### src/rtl/inst_fetch_unit.sv
// Instruction fetch front-end: owns the fetch PC, issues in-order imem reads and buffers the returned words in a FIFO.
// Optional build macro IFU_STATS_EN adds the stat_fetched / stat_flushed counter outputs.
module inst_fetch_unit #(
  parameter int          DEPTH    = 4,
  parameter logic [31:0] RESET_PC = 32'h0000_0000
) (
  input  logic        clk,
  input  logic        rst,
  output logic        imem_req_valid,
  output logic [31:0] imem_req_addr,
  input  logic        imem_req_ready,
  input  logic        imem_rsp_valid,
  input  logic [31:0] imem_rsp_data,
  output logic        inst_valid,
  output logic [31:0] inst,
  output logic [31:0] inst_pc,
  input  logic        inst_ready,
  input  logic        redirect,
  input  logic [31:0] redirect_pc
`ifdef IFU_STATS_EN
  ,
  output logic [31:0] stat_fetched,
  output logic [31:0] stat_flushed
`endif
);

  // state   | meaning
  // S_FETCH | issuing requests under the credit limit, responses go into the FIFO
  // S_FLUSH | draining responses to requests made before a redirect, nothing issued

  localparam int AW = $clog2(DEPTH);
  localparam logic [0:0] S_FETCH = 1'b0;
  localparam logic [0:0] S_FLUSH = 1'b1;

  logic [0:0]    state_q, state_d;
  logic          run_q;
  logic [31:0]   fpc_q, fpc_d;
  logic [AW:0]   outst_q, outst_d;
  logic [AW:0]   count_q, count_d;
  logic [AW-1:0] rd_ptr_q, rd_ptr_d;
  logic [AW-1:0] wr_ptr_q, wr_ptr_d;
  logic [31:0]   inst_q, inst_d;
  logic [31:0]   pc_q, pc_d;
  logic [31:0]   mem_inst_q [DEPTH];
  logic [31:0]   mem_pc_q   [DEPTH];

  logic          req_fire;
  logic          rsp_take;
  logic          push;
  logic          pop;
  logic          credit_ok;
  logic          head_from_push;
  logic [31:0]   rsp_pc;

  // Outstanding requests are always a contiguous run ending just below fpc, so the
  // oldest one (the one this response answers) sits outstanding*4 bytes back.
  assign rsp_pc    = fpc_q - 32'({outst_q, 2'b00});
  assign credit_ok = (32'(count_q) + 32'(outst_q)) < 32'(DEPTH);

  assign imem_req_valid = run_q && (state_q == S_FETCH) && !redirect && credit_ok;
  assign imem_req_addr  = fpc_q;
  assign inst_valid     = (count_q != '0);
  assign inst           = inst_q;
  assign inst_pc        = pc_q;

  assign req_fire       = imem_req_valid && imem_req_ready;
  assign rsp_take       = imem_rsp_valid && (outst_q != '0);
  assign pop            = inst_valid && inst_ready;
  assign push           = rsp_take && (state_q == S_FETCH) && !redirect;
  assign head_from_push = push && (count_q == (AW+1)'(pop));

  always_comb begin
    state_d  = state_q;
    fpc_d    = fpc_q;
    outst_d  = outst_q;
    count_d  = count_q;
    rd_ptr_d = rd_ptr_q;
    wr_ptr_d = wr_ptr_q;
    inst_d   = inst_q;
    pc_d     = pc_q;
    if (redirect) begin
      fpc_d    = redirect_pc & 32'hFFFF_FFFC;
      count_d  = '0;
      rd_ptr_d = '0;
      wr_ptr_d = '0;
      outst_d  = outst_q - (AW+1)'(rsp_take);
      state_d  = (outst_d != '0) ? S_FLUSH : S_FETCH;
    end else begin
      if (req_fire) begin
        fpc_d = fpc_q + 32'd4;
      end
      outst_d = outst_q + (AW+1)'(req_fire) - (AW+1)'(rsp_take);
      if ((state_q == S_FLUSH) && (outst_d == '0)) begin
        state_d = S_FETCH;
      end
      if (push) begin
        wr_ptr_d = wr_ptr_q + 1'b1;
      end
      if (pop) begin
        rd_ptr_d = rd_ptr_q + 1'b1;
      end
      count_d = count_q + (AW+1)'(push) - (AW+1)'(pop);
      // Head register tracks the FIFO head and simply holds once the FIFO drains.
      if (count_d != '0) begin
        if (head_from_push) begin
          inst_d = imem_rsp_data;
          pc_d   = rsp_pc;
        end else begin
          inst_d = mem_inst_q[rd_ptr_d];
          pc_d   = mem_pc_q[rd_ptr_d];
        end
      end
    end
  end

  always_ff @(posedge clk) begin
    if (!rst) begin
      state_q  <= S_FETCH;
      run_q    <= 1'b0;
      fpc_q    <= RESET_PC;
      outst_q  <= '0;
      count_q  <= '0;
      rd_ptr_q <= '0;
      wr_ptr_q <= '0;
      inst_q   <= '0;
      pc_q     <= '0;
    end else begin
      state_q  <= state_d;
      run_q    <= 1'b1;
      fpc_q    <= fpc_d;
      outst_q  <= outst_d;
      count_q  <= count_d;
      rd_ptr_q <= rd_ptr_d;
      wr_ptr_q <= wr_ptr_d;
      inst_q   <= inst_d;
      pc_q     <= pc_d;
    end
  end

  always_ff @(posedge clk) begin
    if (push) begin
      mem_inst_q[wr_ptr_q] <= imem_rsp_data;
      mem_pc_q[wr_ptr_q]   <= rsp_pc;
    end
  end

`ifdef IFU_STATS_EN
  logic [31:0] stat_fetched_q;
  logic [31:0] stat_flushed_q;
  logic [31:0] flushed_inc;

  // A redirect throws away the unconsumed FIFO entries plus any response landing that cycle.
  always_comb begin
    flushed_inc = '0;
    if (redirect) begin
      flushed_inc = 32'(count_q) - 32'(pop) + 32'(rsp_take);
    end else if (state_q == S_FLUSH) begin
      flushed_inc = 32'(rsp_take);
    end
  end

  always_ff @(posedge clk) begin
    if (!rst) begin
      stat_fetched_q <= '0;
      stat_flushed_q <= '0;
    end else begin
      stat_fetched_q <= stat_fetched_q + 32'(push);
      stat_flushed_q <= stat_flushed_q + flushed_inc;
    end
  end

  assign stat_fetched = stat_fetched_q;
  assign stat_flushed = stat_flushed_q;
`endif

endmodule
### config.mk
export PLATFORM = sky130hd
export DESIGN_NAME = inst_fetch_unit
export DESIGN_NICKNAME = d
export VERILOG_FILES = /design/src/rtl/inst_fetch_unit.sv
export SDC_FILE = /design/constraint.sdc
export NUM_CORES = 1
export LEC_CHECK = 0
export CELL_PAD_IN_SITES_DETAIL_PLACEMENT = 0
export CELL_PAD_IN_SITES_GLOBAL_PLACEMENT = 1
export CORE_UTILIZATION = 47
export CTS_BUF_LIST = sky130_fd_sc_hd__clkbuf_4 sky130_fd_sc_hd__clkbuf_8
export DETAILED_ROUTE_END_ITERATION = 8
export PLACE_DENSITY = 0.82
export SLEW_MARGIN = 20
export SYNTH_ARGS = -nofsm -noshare
export SYNTH_HDL_FRONTEND = slang
export SYNTH_SLANG_ARGS = --single-unit
### constraint.sdc
create_clock -name clk -period 9.2 [get_ports clk]
set_input_delay 1.38 -clock clk [delete_from_list [all_inputs] [get_ports clk]]
set_output_delay 1.38 -clock clk [all_outputs]
set_load 0.03 [all_outputs]
==> reports/metrics.yaml, run 1 <==
synth:
  yosysWarnings: 0
  syn_avg_cell_area_sq_um: 13.53
  netlist_instances: 1091
  synth_compound_area_frac: 0.09560
  ys_ff_latch: 352
  ys.flop_type: "edfxtp_1"
  synth-seq-area-share: 0.6455
  synth_cell_types: 60
  synthSimpleGateAreaFrac: 0.07941
  async_reset_ff_frac: 0
  synth_top_family_by_area: "multiplexers"
  synth_fa_ha_area_frac: 0.01763
  syn_area_sq_um: 14760
  synthXorXnorAreaFrac: 0.03610
  muxShareOfSynthArea: 0.09611
  ys_top_cells_by_area: "edfxtp_1 (50%), dfxtp_1 (14%), mux4_2 (8.8%)"
  synth_largest_area_cell: "edfxtp_1"
  synth_edf_count: 248
  synth_top_area_frac: 0.5044
finish:
  seqCellArea_sq_um: 9529
  diodes: 0
  area_delta_synth_final_pct: 21.15
  final_nets: 1336
  nFillCells: 2489
  final_common_cell: "edfxtp_1"
  multi_input_area_sq_um: 4872
  drive_above_1_share: 0.1522
  final_cell_mix: "edfxtp_1 (248), clkdlybuf4s50_1 (160), a21oi_1 (127), dfxtp_1 (104), o21ai_0 (94)"
hold_path:
  hold_path_startpoint: "state_q"
  hp-class: "flop to flop"
worst_setup_path:
  worst_ep_required_time_ns: 9.71
  crit_buf_inv: 5
  worstPathMaxFanout: 40
  worst_path_max_delay_cell: "a21oi_4"
  cpPeakStageDelay_ns: 0.80
  critPathLaunchType: "primary input"
  end_kind: "flop"
  reg2reg_from: "outst_q[2]"
  cp-startpoint: "redirect"
  crit_family: "buffers and inverters"
  cp_cell_sequence: "clkdlybuf4s50_1 -> buf_4 -> nor2_1 -> and2_1 -> inv_1 -> ha_1 -> inv_1 -> ha_1 -> fa_1 -> xnor2_1 -> a21oi_4 -> buf_4 -> nand4_1 -> o22ai_1 -> and2_1"
  cp.arrival_ns: 5.82
  path_class: "primary input to flop"
power:
  powerDensity_nw_per_um2: 259.4
  ir_worst_vdd_mv: 0.1649
  power_mw: 4.640
  p_leak_nw: 6.295
clock_tree:
  clock-sinks: 352
  cts_root_buf: "clkbuf_8"
  htree_num_levels: 2
  clk_pin_slew_ns: 0.06
  cts_buffers: 56
  cts_tree: "yes"
  cts-resized-gates: 0
  clk_latency_ns: 0.60
  clock_path_buffers: 3
  cts_setup_buffers: 0
  hold_buffers: 0
timing:
  period_needed_ns: 5.310
  slew_viol_final: 0
  max_slew_margin: 0.2764
  final-hold-violation-count: 0
  rsz0062_at_grt: "no"
  worst_pin_slew_ns: 1.085
  fmax_mhz: 188.3
  finalCritPeriodShare: 0.5772
  finalSetupViolations: 0
  finalSetupTns_ns: 0
  finalClockSkew_ns: 0.03087
detailed_routing:
  wirelength_microns: 34320
  first_pass_iters: 7
  drc: 20
  drt_iter0_drc: 741
  wl_per_cell_microns: 20.31
  drtAntennaViolNets: 0
  post_drt_via_cell_ratio: 5.591
  vias: 9449
floorplan:
  start_util: 0.4801
  die_h_microns: 179.2
  core_area_sq_um: 30750
  fp.dieArea_sq_um: 32120
  io_pins: 168
  die_width_microns: 179.2
  rows: 64
run_status:
  outcome: "finished with violations"
  violations: "design-rule violations"
flow_run:
  drv_cap: 0
grt:
  grt_max_degree: 65
  grt_overflow: 0
  grt_first_pass_wirelength_microns: 53530
  grt_pass1_vias: 9582
  grt_usage: 0.2189
  antenna_found_initial: 0
placed_design:
  portBuffers: 161
  place.gp.congestion: 0.7722
  dp_hpwl_microns: 19590
==> synth_stat cells (2+ instances only) <==
cell type / number
a2111oi_0: 2
a21o_1: 2
nor4_1: 7
mux2i_1: 9
buf_4: 7
nand4b_1: 4
nand2b_1: 3
or4_1: 3
xor2_1: 18
inv_1: 20
ha_1: 16
buf_2: 11
nor3_1: 12
dfxtp_1: 104
xnor2_1: 41
a31oi_1: 2
o2111ai_1: 2
and2_1: 7
nand3_1: 23
a21oi_1: 128
o21ai_0: 94
nor2_1: 31
a211oi_1: 8
nor3b_1: 2
fa_1: 3
mux4_2: 58
and3_1: 18
nor2b_1: 8
o21ba_2: 2
clkbuf_1: 63
nand3b_1: 2
edfxtp_1: 248
nand4_1: 15
or3_1: 2
o31a_1: 3
and4_1: 3
mux2_2: 2
o211a_1: 4
nand2_1: 83
==> layer usage <==
metal  vias to the layer above  track usage  wire length, microns
met4                         0      0.05637                   502
met5                         -            0                     0
met2                       313       0.3538                 16000
met1                      4661       0.3049                 15540
met3                        50      0.04092                  2279
li1                       4425            -                     -
==> where the power goes <==
part	total [mW]	switching [mW]	leakage, nW	internal, mW
registers	2.00	0.103	3.10	1.90
clock network	1.39	0.603	0.640	0.783
logic	1.25	0.768	2.55	0.483
total	4.64	1.47	6.29	3.17
==> through the flow <==
stage | hold slack [ns] | util | cell area [sq um] | setup WS [ns] | cells
CTS | 0.4798 | 0.5817 | 17890 | 3.840 | 1690
detailed placement | 0.4716 | 0.5432 | 16700 | 3.232 | 1585
global placement | 0.4610 | 0.5432 | 16700 | 3.216 | 1585
global route | 0.5079 | 0.5817 | 17890 | 3.554 | 1690
finish | 0.4769 | 0.5817 | 17890 | 3.890 | 1690
floorplan | 0.4467 | - | 14770 | 5.180 | 1094
==> worst min-delay path, delay by kind of cell (launching register included) <==
family | cells | cell delay, ns
compound gates | 2 | 0.12
flops | 1 | 0.31
==> worst paths after layout <==
path | endpoint | slack (ns) | cells past startpoint
worst min-delay path | state_q | 0.48 | 2
worst min register to register | state_q | 0.48 | 2
worst max register to register | inst[29] | 5.00 | 13
worst max-delay path | inst[29] | 3.89 | 15
==> final cells by class <==
class                           count  area share
Timing Repair Buffer              177     0.09654
Clock inverter                     11    0.004337
Sequential cell                   352      0.5328
Multi-Input combinational cell    639      0.2724
Clock buffer                       94     0.06184
Tap cell                          396     0.02770
Inverter                           21    0.004407
==> registers in the layout (all words and copies together), names as in the netlist <==
name / cells
count_q: 3
imem_req_addr: 30
inst: 32
inst_pc: 30
mem_inst_q: 128
mem_pc_q: 120
outst_q: 3
rd_ptr_q: 2
run_q: 1
state_q: 1
wr_ptr_q: 2
==> logic make-up after synthesis <==
| logic type | count (synthesis) |
|---|---|
| multiplexers | 69 |
| AO/OA/AOI/OAI | 257 |
| buffers and inverters | 103 |
| adder cells (fa/ha/maj) | 19 |
| AND/OR/NAND/NOR | 230 |
| other | 1 |
| flip-flops | 352 |
| XOR/XNOR | 60 |
Power figures use the tool's default switching activity.
==> run 2: changes to the inputs <==
--- a/config.mk
+++ b/config.mk
@@ -7,10 +7,10 @@
 export LEC_CHECK = 0
 export CELL_PAD_IN_SITES_DETAIL_PLACEMENT = 0
 export CELL_PAD_IN_SITES_GLOBAL_PLACEMENT = 1
-export CORE_UTILIZATION = 47
+export CORE_UTILIZATION = 43
 export CTS_BUF_LIST = sky130_fd_sc_hd__clkbuf_4 sky130_fd_sc_hd__clkbuf_8
 export DETAILED_ROUTE_END_ITERATION = 8
-export PLACE_DENSITY = 0.82
+export PLACE_DENSITY = 0.79
 export SLEW_MARGIN = 20
 export SYNTH_ARGS = -nofsm -noshare
 export SYNTH_HDL_FRONTEND = slang
==> constraint.sdc (replaced) <==
create_clock -name clk -period 4.65 [get_ports clk]
set_input_delay 0.6975 -clock clk [delete_from_list [all_inputs] [get_ports clk]]
set_output_delay 0.6975 -clock clk [all_outputs]
set_load 0.03 [all_outputs]
==> run 2 against run 1 <==
The flow now finishes without violations. Sequential power grew 98%. Highest routed layer unchanged. Clock power grew 100%. Wire length grew 0.66%. Clock skew shrank 0.014 ns. Via count grew 1.1%. Largest power group unchanged. Setup slack lost 2.8 ns.
==> reports/metrics.yaml, run 2 (same netlist as run 1, synthesis figures left out) <==
run_status:
  outcome: "completed"
detailed_routing:
  wl_per_cell_microns: 19.67
  drt_iter0_drc: 610
  post_drt_via_cell_ratio: 5.441
  drc: 0
  first_pass_iters: 5
  wirelength_microns: 34550
  drtAntennaViolNets: 0
  vias: 9555
worst_setup_path:
  reg2reg_from: "outst_q[2]"
  worstPathMaxFanout: 6
  cp-startpoint: "outst_q[2]"
  cp.arrival_ns: 2.84
  reg2reg_to: "state_q"
  critPathLaunchType: "flop"
  path_class: "flop to output pin"
  rr_worst_depth: 12
  worst_ep_required_time_ns: 3.95
  rrSetupSlack_ns: 1.24
  end_kind: "output pin"
grt:
  antenna_found_initial: 0
  use_met1: 0.2747
  globalRouteMet2Util: 0.3166
  grt_use_met3: 0.04053
  grt_overflow: 0
  grt_pass1_vias: 9711
  grt_max_degree: 55
  top_usage_layer: "met2"
  grt_usage: 0.1978
  grt_first_pass_wirelength_microns: 54060
timing:
  finalCritPeriodShare: 0.7616
  period_needed_ns: 3.542
  max_slew_margin: 0.2812
  fmax_mhz: 282.4
  finalClockSkew_ns: 0.01721
  finalSetupTns_ns: 0
  slew_viol_final: 0
  rsz0062_at_grt: "no"
  worst_pin_slew_ns: 1.078
  final-hold-violation-count: 0
  finalSetupViolations: 0
power:
  pwr-share-comb: 0.272
  powerDensity_nw_per_um2: 512.5
  seq_power_share: 0.424
  ir_worst_vdd_mv: 0.2390
  p_switching_mw: 2.977
  clockPowerShare: 0.305
  p_leak_nw: 6.398
  switching_share: 0.3188
  p_int_mw: 6.360
hold_path:
  hold_end: "inst_pc[31]"
  hold_path_startpoint: "inst_pc[31]"
  whs_path_depth: 2
  hp-class: "flop to flop"
clock_tree:
  clock_path_buffers: 3
  htree_num_levels: 2
  cts_setup_buffers: 0
  cts_root_buf: "clkbuf_8"
  clk_latency_ns: 0.61
  hold_buffers: 0
  cts_buffers: 57
  cts-resized-gates: 0
  cts_tree: "yes"
  clock-sinks: 352
  clk_pin_slew_ns: 0.06
placed_design:
  dp_hpwl_microns: 21210
  place.gp.congestion: 0.7859
  portBuffers: 161
  place_inst: 1648
finish:
  area_delta_synth_final_pct: 23.39
  stdcell_count: 1756
  final_common_cell: "edfxtp_1"
  drive_above_1_share: 0.1575
  max_flop_register: "mem_inst_q"
  largest_reg_flops: 128
  nFillCells: 2784
  diodes: 0
  final_nets: 1348
  final_cell_mix: "edfxtp_1 (248), clkdlybuf4s50_1 (160), a21oi_1 (127), dfxtp_1 (104), o21ai_0 (94)"
floorplan:
  die_h_microns: 187.3
  start_util: 0.4392
  io_pins: 168
  die_width_microns: 187.3
  rows: 67
  core_area_sq_um: 33620
  fp.dieArea_sq_um: 35080
flow_run:
  drv_cap: 0
## run 2: cell count changes in the layout (fill, tap and decap cells not counted), moves of 3 or more
| cell | before | now |
|---|---|---|
| clkbuf_8 | 64 | 71 |
| buf_12 | 0 | 8 |
| clkinv_1 | 5 | 11 |
| clkinv_2 | 4 | 7 |
| buf_4 | 16 | 19 |
| clkbuf_4 | 30 | 13 |
## run 2: stage by stage
stage	util	hold slack (ns)	worst slack, ns	total power, mW	cell area (sq um)
floorplan	-	0.4467	1.312	5.541	14770
global placement	0.5042	0.4558	0.6616	6.518	16950
detailed placement	0.5042	0.4626	0.6611	6.560	16950
CTS	0.5416	0.4706	1.055	9.415	18210
global route	0.5419	0.4978	0.8360	9.792	18220
finish	0.5419	0.4708	1.108	9.337	18220
## run 2: layout make-up
type                       instances  area (sq um)  area share
sequential                       352          9529      0.5231
multi-input combinational        639          4883      0.2681
timing repair buffer             188          1909      0.1048
clock buffer                      84          1075     0.05900
tap                              448         560.5     0.03077
clock inverter                    24         180.2    0.009891
inverter                          21         78.83    0.004327
## run 2: critical path: stages (launching register included)
cell and delay, ns:
dfxtp_1 0.49, ha_1 0.29, nor4b_1 0.51, and3_1 0.28, clkdlybuf4s50_1 0.68
## run 2: power groups by stage
stage / logic (mW) / registers [mW] / clock network (mW)
after floorplan: 1.15 / 4.39 / 0
after CTS: 2.55 / 3.96 / 2.90
final: 2.54 / 3.95 / 2.84
after global routing: 2.76 / 3.99 / 3.04
after global placement: 2.51 / 4.01 / 0
after detailed placement: 2.54 / 4.02 / 0
## run 2: layer usage
metal | share of wire | vias to the layer above
li1 | - | 4459
met4 | 0.014 | 0
met3 | 0.065 | 39
met2 | 0.47 | 291
met1 | 0.46 | 4766
met5 | 0 | -
## run 2: worst max-delay path by stage
stage | slack (ns) | depth (start not counted) | end
6_report | 1.11 | 4 | imem_req_valid
5_1_grt | 0.84 | 4 | imem_req_valid
4_1_cts | 1.05 | 4 | imem_req_valid
3_5_place_dp | 0.66 | 15 | inst_pc[6]
3_3_place_gp | 0.66 | 15 | inst_pc[6]
2_1_floorplan | 1.31 | 13 | inst[28]
